### src/rtl/lcd_pixel_outfifo_if.sv
// Push-side bus between the pixel pipeline and the panel output FIFO.
// Latency: none; bundles wiring only.
// Backpressure: full/almost_full/level flow back to the pipeline.
interface lcd_pixel_outfifo_if #(
  parameter int DW = 24,
  parameter int AW = 4
);
  logic          wr_en;
  logic [DW-1:0] wr_data;
  logic          full;
  logic          almost_full;
  logic [AW:0]   level;

  // Pixel pipeline side
  modport master (
    output wr_en, wr_data,
    input  full, almost_full, level
  );

  // FIFO side
  modport slave (
    input  wr_en, wr_data,
    output full, almost_full, level
  );
endinterface

### src/rtl/lcd_pixel_outfifo.sv
// Pixel output FIFO feeding the panel data pins; pops follow TFT active / STN read.
// Latency: popped word on lcd_data one cycle after the pop; gated to zero outside data.
// Backpressure: almost_full to the pipeline; pushes while full without a pop are dropped.
// Optional: LCD_OUTFIFO_STATS_EN adds a saturating underflow counter uf_count.
module lcd_pixel_outfifo #(
  parameter int DW           = 24,
  parameter int DEPTH        = 16,
  parameter int AW           = 4,
  parameter int AFULL_THRESH = 12
) (
  input  logic                clk,
  input  logic                reset,
  input  logic                lcden,
  input  logic                lcdtft,
  input  logic                vsync,
  input  logic                read,
  input  logic                active,
  input  logic                underflow_clr,
  lcd_pixel_outfifo_if.slave  pix,
  output logic [DW-1:0]       lcd_data,
`ifdef LCD_OUTFIFO_STATS_EN
  output logic [15:0]         uf_count,
`endif
  output logic                underflow
);

  typedef enum logic [1:0] {
    S_IDLE   = 2'd0,
    S_RUN    = 2'd1,
    S_RESYNC = 2'd2
  } state_t;

  localparam logic [AW:0] LVL_FULL  = (AW+1)'(DEPTH);
  localparam logic [AW:0] LVL_AFULL = (AW+1)'(AFULL_THRESH);

  state_t        state, state_nxt;
  logic          vsync_d;
  logic          frame_uf;
  logic [AW-1:0] wr_ptr, rd_ptr;
  logic [AW:0]   level_q;
  logic          full_q, afull_q;
  logic [DW-1:0] mem [DEPTH];

  logic          run_ok;
  logic          pop_req;
  logic          pop_ok;
  logic          push_ok;
  logic          uf_evt;
  logic          vsync_rise;
  logic [AW:0]   level_nxt;

  assign pix.level       = level_q;
  assign pix.full        = full_q;
  assign pix.almost_full = afull_q;

  // FSM state register plus vsync edge-detect delay
  always_ff @(posedge clk) begin
    if (reset) begin
      state   <= S_IDLE;
      vsync_d <= 1'b0;
    end else begin
      state   <= state_nxt;
      vsync_d <= vsync;
    end
  end

  // FSM next state: resync only when this frame actually underflowed
  always_comb begin
    state_nxt  = state;
    vsync_rise = vsync & ~vsync_d;
    case (state)
      S_IDLE:   if (lcden) state_nxt = S_RUN;
      S_RUN: begin
        if (!lcden)                      state_nxt = S_IDLE;
        else if (vsync_rise && frame_uf) state_nxt = S_RESYNC;
      end
      S_RESYNC: state_nxt = lcden ? S_RUN : S_IDLE;
      default:  state_nxt = S_IDLE;
    endcase
  end

  // Push/pop qualification and next occupancy; the leaving-RUN cycle is treated as a flush
  always_comb begin
    run_ok    = (state == S_RUN) && lcden;
    pop_req   = run_ok && (lcdtft ? active : read);
    pop_ok    = pop_req && (level_q != '0);
    uf_evt    = pop_req && (level_q == '0);
    push_ok   = run_ok && pix.wr_en && (!full_q || pop_ok);
    level_nxt = level_q;
    if (push_ok && !pop_ok)      level_nxt = level_q + (AW+1)'(1);
    else if (!push_ok && pop_ok) level_nxt = level_q - (AW+1)'(1);
  end

  // Storage write; no reset needed since level gates every read
  always_ff @(posedge clk) begin
    if (push_ok) mem[wr_ptr] <= pix.wr_data;
  end

  // Pointers, occupancy and registered flags, cleared whenever not running
  always_ff @(posedge clk) begin
    if (reset || !run_ok) begin
      wr_ptr  <= '0;
      rd_ptr  <= '0;
      level_q <= '0;
      full_q  <= 1'b0;
      afull_q <= 1'b0;
    end else begin
      if (push_ok) wr_ptr <= wr_ptr + AW'(1);
      if (pop_ok)  rd_ptr <= rd_ptr + AW'(1);
      level_q <= level_nxt;
      full_q  <= (level_nxt == LVL_FULL);
      afull_q <= (level_nxt >= LVL_AFULL);
    end
  end

  // Panel data: load on pop, TFT zero otherwise, STN holds through active then zeroes
  always_ff @(posedge clk) begin
    if (reset || !run_ok)             lcd_data <= '0;
    else if (pop_ok)                  lcd_data <= mem[rd_ptr];
    else if (lcdtft || !active || uf_evt) lcd_data <= '0;
  end

  // Per-frame underflow marker, dropped once the FIFO has been resynced or idled
  always_ff @(posedge clk) begin
    if (reset || state != S_RUN) frame_uf <= 1'b0;
    else if (uf_evt)             frame_uf <= 1'b1;
  end

  // Sticky underflow flag; a fresh underflow beats a same-cycle clear
  always_ff @(posedge clk) begin
    if (reset)              underflow <= 1'b0;
    else if (uf_evt)        underflow <= 1'b1;
    else if (underflow_clr) underflow <= 1'b0;
  end

`ifdef LCD_OUTFIFO_STATS_EN
  // Saturating underflow counter; clear with a concurrent underflow restarts at one
  always_ff @(posedge clk) begin
    if (reset)                             uf_count <= '0;
    else if (underflow_clr)                uf_count <= uf_evt ? 16'd1 : 16'd0;
    else if (uf_evt && uf_count != 16'hFFFF) uf_count <= uf_count + 16'd1;
  end
`endif

endmodule

### src/flat_wrapper.sv
// flat-port wrapper written by rule: the top's interface ports become plain ports
module lcd_pixel_outfifo_flat 
#(
  parameter int DW           = 24,
  parameter int DEPTH        = 16,
  parameter int AW           = 4,
  parameter int AFULL_THRESH = 12
)
  (clk, reset, lcden, lcdtft, vsync, read, active, underflow_clr, lcd_data, underflow, pix_wr_en, pix_wr_data, pix_full, pix_almost_full, pix_level);
  lcd_pixel_outfifo_if #(.DW(DW), .AW(AW)) pix_i ();
  input  logic clk;
  input  logic reset;
  input  logic lcden;
  input  logic lcdtft;
  input  logic vsync;
  input  logic read;
  input  logic active;
  input  logic underflow_clr;
  output logic [DW-1:0] lcd_data;
  output logic underflow;
  input wire logic [$bits(pix_i.wr_en)-1:0] pix_wr_en;
  input wire logic [$bits(pix_i.wr_data)-1:0] pix_wr_data;
  output wire logic [$bits(pix_i.full)-1:0] pix_full;
  output wire logic [$bits(pix_i.almost_full)-1:0] pix_almost_full;
  output wire logic [$bits(pix_i.level)-1:0] pix_level;
  assign pix_i.wr_en = pix_wr_en;
  assign pix_i.wr_data = pix_wr_data;
  assign pix_full = pix_i.full;
  assign pix_almost_full = pix_i.almost_full;
  assign pix_level = pix_i.level;
  lcd_pixel_outfifo #(.DW(DW), .DEPTH(DEPTH), .AW(AW), .AFULL_THRESH(AFULL_THRESH)) u_core (.clk(clk), .reset(reset), .lcden(lcden), .lcdtft(lcdtft), .vsync(vsync), .read(read), .active(active), .underflow_clr(underflow_clr), .pix(pix_i), .lcd_data(lcd_data), .underflow(underflow));
endmodule
### config.mk
export PLATFORM = sky130hd
export DESIGN_NAME = lcd_pixel_outfifo_flat
export DESIGN_NICKNAME = d
export VERILOG_FILES = /design/src/rtl/lcd_pixel_outfifo_if.sv /design/src/rtl/lcd_pixel_outfifo.sv /design/src/flat_wrapper.sv
export SDC_FILE = /design/constraint.sdc
export NUM_CORES = 1
export LEC_CHECK = 0
export BUFFER_PORTS_ARGS = -buffer_cell sky130_fd_sc_hd__buf_4
export CORE_MARGIN = 10
export CORE_UTILIZATION = 55
export DETAILED_ROUTE_END_ITERATION = 16
export GPL_TIMING_DRIVEN = 0
export PLACE_DENSITY = 0.72
export SYNTH_ARGS = -nofsm -noshare
export SYNTH_HDL_FRONTEND = slang
export SYNTH_SLANG_ARGS = --single-unit
### constraint.sdc
create_clock -name clk -period 6.6 [get_ports clk]
set_clock_uncertainty 0.1 [all_clocks]
set_input_delay 1.32 -clock clk [delete_from_list [all_inputs] [get_ports clk]]
set_output_delay 1.32 -clock clk [all_outputs]
set_load 0.01 [all_outputs]
==> summary.md <==
| Metric | Value |
|---|---|
| Total Power | 0.005387 W |
| Crit end category | flip-flop |
| # Post-CTS Setup Buffers | 0 |
| Cell Area, Synth | 0.01641 mm² |
| Synthesized area per cell | 22.44 µm² |
| Drt total wl | 37400 µm |
| Global-route wire length before repair | 55850 µm |
| Final setup vio count | 0 |
| Die X | 192.7 µm |
| Final Wtd Congestion | 0.8131 |
| First-pass DRT Iterations | 5 |
| Drt drc | 0 |
| Async SR Flop Fraction | 0 |
| Critical-path top delay cell | nor3_2 |
| Post-CTS Hold Buffers | 0 |
| Fin crit period | 3865 ps |
| Post-synthesis sequential area ratio | 0.7614 |
| Mapped Cells | 731 |
| Placed cell area | 0.01787 mm² |
| Reg clk slew, reported paths | 60 ps |
| Fmax | 258.7 MHz |
| Syn_nets | 771 |
| RSZ-0062 raised after global routing | no |
| TritonCTS buffer count | 42 |
| Starting Density | 0.5550 |
| Synth top area cells | edfxtp_1, mux4_2, dfxtp_1, a32o_1, nor2_1 |
| Maxcap violations | 0 |
| Synth Register Bits | 432 |
| Worst-Margin Slew | 1135 ps |
| Crit start category | input port |
| Latest clock arrival within the worst-skew pair | 530 ps |
| IO Count | 65 |
| Via density | 6.288 |
| Worst hold path class | flip-flop to flip-flop |
| Ys flop type | edfxtp_1 |
| Layout area overhead | 17.23% |
| DR iter-0 viols | 758 |
| Number of synthesized flops with an enable pin | 384 |
| Dpl hpwl | 23070 µm |
| WP data required | 6740 ps |
| Row cnt | 63 |
| DIE HEIGHT | 192.7 µm |
| CTS tree | yes |
| Antenna-violating nets left | 0 |
| Power per cell area | 280.1 mW/mm² |
| H-Tree Depth | 2 |
| Crit Path Class | input port to flip-flop |
| Drt wl/cell | 29.11 µm |
| CP max FO | 7 |
| Slew HR | 0.2434 |
| Maximum vdd drop | 0.0002518 V |
| Synth top area share | 0.7029 |
| GR Overflow Total | 0 |
| GRT Overall Usage | 0.2064 |
| Port bufs | 64 |
| Final Slew Violations | 0 |
| Maximum number of pins on one net before global-route repair | 25 |
| Most common cell in the netlist | edfxtp_1 |
| Hold Fails Final Rpt | 0 |
| CTS Buffer Depth | 3 |
| Setup tns final | 0 ps |
| Family with the most delay on the worst path | simple AND/OR/NAND/NOR gates |
| Outcome | finished clean |
| CP arrival | 4000 ps |
| Share of cells above drive strength 1 | 0.3307 |
| Unique masters post-synth | 43 |
| Post-Route Utilization | 0.6506 |
| Period utilization | 0.5857 |
| CORE AREA | 0.02956 mm² |
| Crit-path cells | buf_4 > mux2i_1 > o31ai_1 > and2_1 > clkbuf_1 > nand2_1 > nor3_2 > buf_8 > buf_6 |
| Post_cts resized | 0 |
| Area leader, netlist | edfxtp_1 |
| Via count | 8080 |
| Vias in the first global route | 8676 |
| Final Cell Area | 0.01923 mm² |
| Root Buffer | clkbuf_16 |
| # diodes | 0 |
| Post-layout nets | 901 |
| Crit-path max cell delay | 740 ps |
| Pre-CTS setup slack | 2193 ps |
| Die Footprint | 0.03714 mm² |
| Crit path buffers/inverters | 4 |
| Most frequent cells after synthesis | edfxtp_1, mux4_2, dfxtp_1 |
| Leak pwr | 6.038 nW |
| Synthesis warning total | 0 |
| Initial antenna violation count | 1 |
| Sink Count | 432 |
| Final worst slack | 2735 ps |
[state kept, by name, indices dropped and copies added (netlist names), named ones only]
register / cells
u_core.underflow: 1
u_core.mem: 384
u_core.pix.almost_full: 1
u_core.wr_ptr: 4
u_core.rd_ptr: 4
u_core.lcd_data: 24
u_core.vsync_d: 1
u_core.state: 2
u_core.frame_uf: 1
u_core.pix.level: 5
u_core.pix.full: 1
[cells in the final DEF (no fill, tap or decap), types with 4 or more instances in the layout]
master / n
buf_16: 6
nand3_1: 4
nand2_1: 7
mux4_2: 119
dfxtp_1: 48
buf_1: 5
clkinv_1: 4
edfxtp_1: 384
buf_4: 66
ha_1: 7
nor3_2: 4
clkbuf_8: 7
a32o_1: 24
nand2b_1: 4
a21oi_1: 4
buf_6: 11
nor2_4: 12
clkbuf_16: 42
clkbuf_1: 36
inv_1: 6
nor2_1: 20
xor2_1: 6
buf_12: 7
and2_1: 6
buf_2: 8
[cells by family (layout without fill, tap and decap cells)]
group / after synthesis / in the layout / synth area share
mux: 122 / 122 / 0.1662
simple gates: 76 / 76 / 0.02517
compound gates: 39 / 39 / 0.02112
buf+inv: 46 / 210 / 0.01594
flops: 432 / 432 / 0.7614
xor+xnor: 9 / 9 / 0.004805
fa+ha+maj: 7 / 7 / 0.005338
[final cells by class]
class / instances / area, µm²
clock inverters: 13 / 156.4
fillers: 1892 / 10330
repair buffers: 86 / 864.6
inverters: 6 / 22.52
multi-input cells: 253 / 3762
plain buffers: 40 / 239.0
clock buffers: 65 / 1207
well taps: 390 / 488.0
flip-flops and latches: 432 / 12490
[routing by layer]
layer	routed length (µm)	part of all wire	global-route usage
met1	14370	0.38	0.2668
met2	19010	0.51	0.3464
met3	3110	0.083	0.04536
met4	903	0.024	0.05933
met5	13	0.00035	0
[path summary, 6_finish.rpt]
path,slack (ps),from,depth (start not counted),endpoint
hold / removal,360,u_core.state[1]$_SDFFE_PP0P_,1,u_core.frame_uf$_SDFFE_PP0P_
setup reg to reg,2860,u_core.pix.level[0]$_SDFF_PP0_,10,u_core.mem[1][9]$_DFFE_PP_
hold reg to reg,360,u_core.state[1]$_SDFFE_PP0P_,1,u_core.frame_uf$_SDFFE_PP0P_
setup / recovery,2730,lcdtft,9,u_core.mem[1][9]$_DFFE_PP_
[worst reg2reg max path, cell delays in order, from the launching register on]
cell,delay (ps)
dfxtp_1,460
inv_1,130
ha_1,290
nor4b_4,180
o31ai_1,430
and2_1,200
clkbuf_1,230
nand2_1,280
nor3_2,750
buf_8,240
buf_6,170
[per-stage QoR]
| stage | hold slack, ps | instances |
|---|---|---|
| after floorplan | 320.7 | 731 |
| after global placement | 335.2 | 1185 |
| after detailed placement | 360.7 | 1207 |
| after CTS | 367.3 | 1285 |
| after global routing | 394.8 | 1285 |
| final | 364.8 | 1285 |
[power by group]
group          switching (W)  internal (W)
sequential        0.00000114       0.00298
clock               0.000963       0.00138
combinational      0.0000448     0.0000219
(Power assumes the default switching activity.)
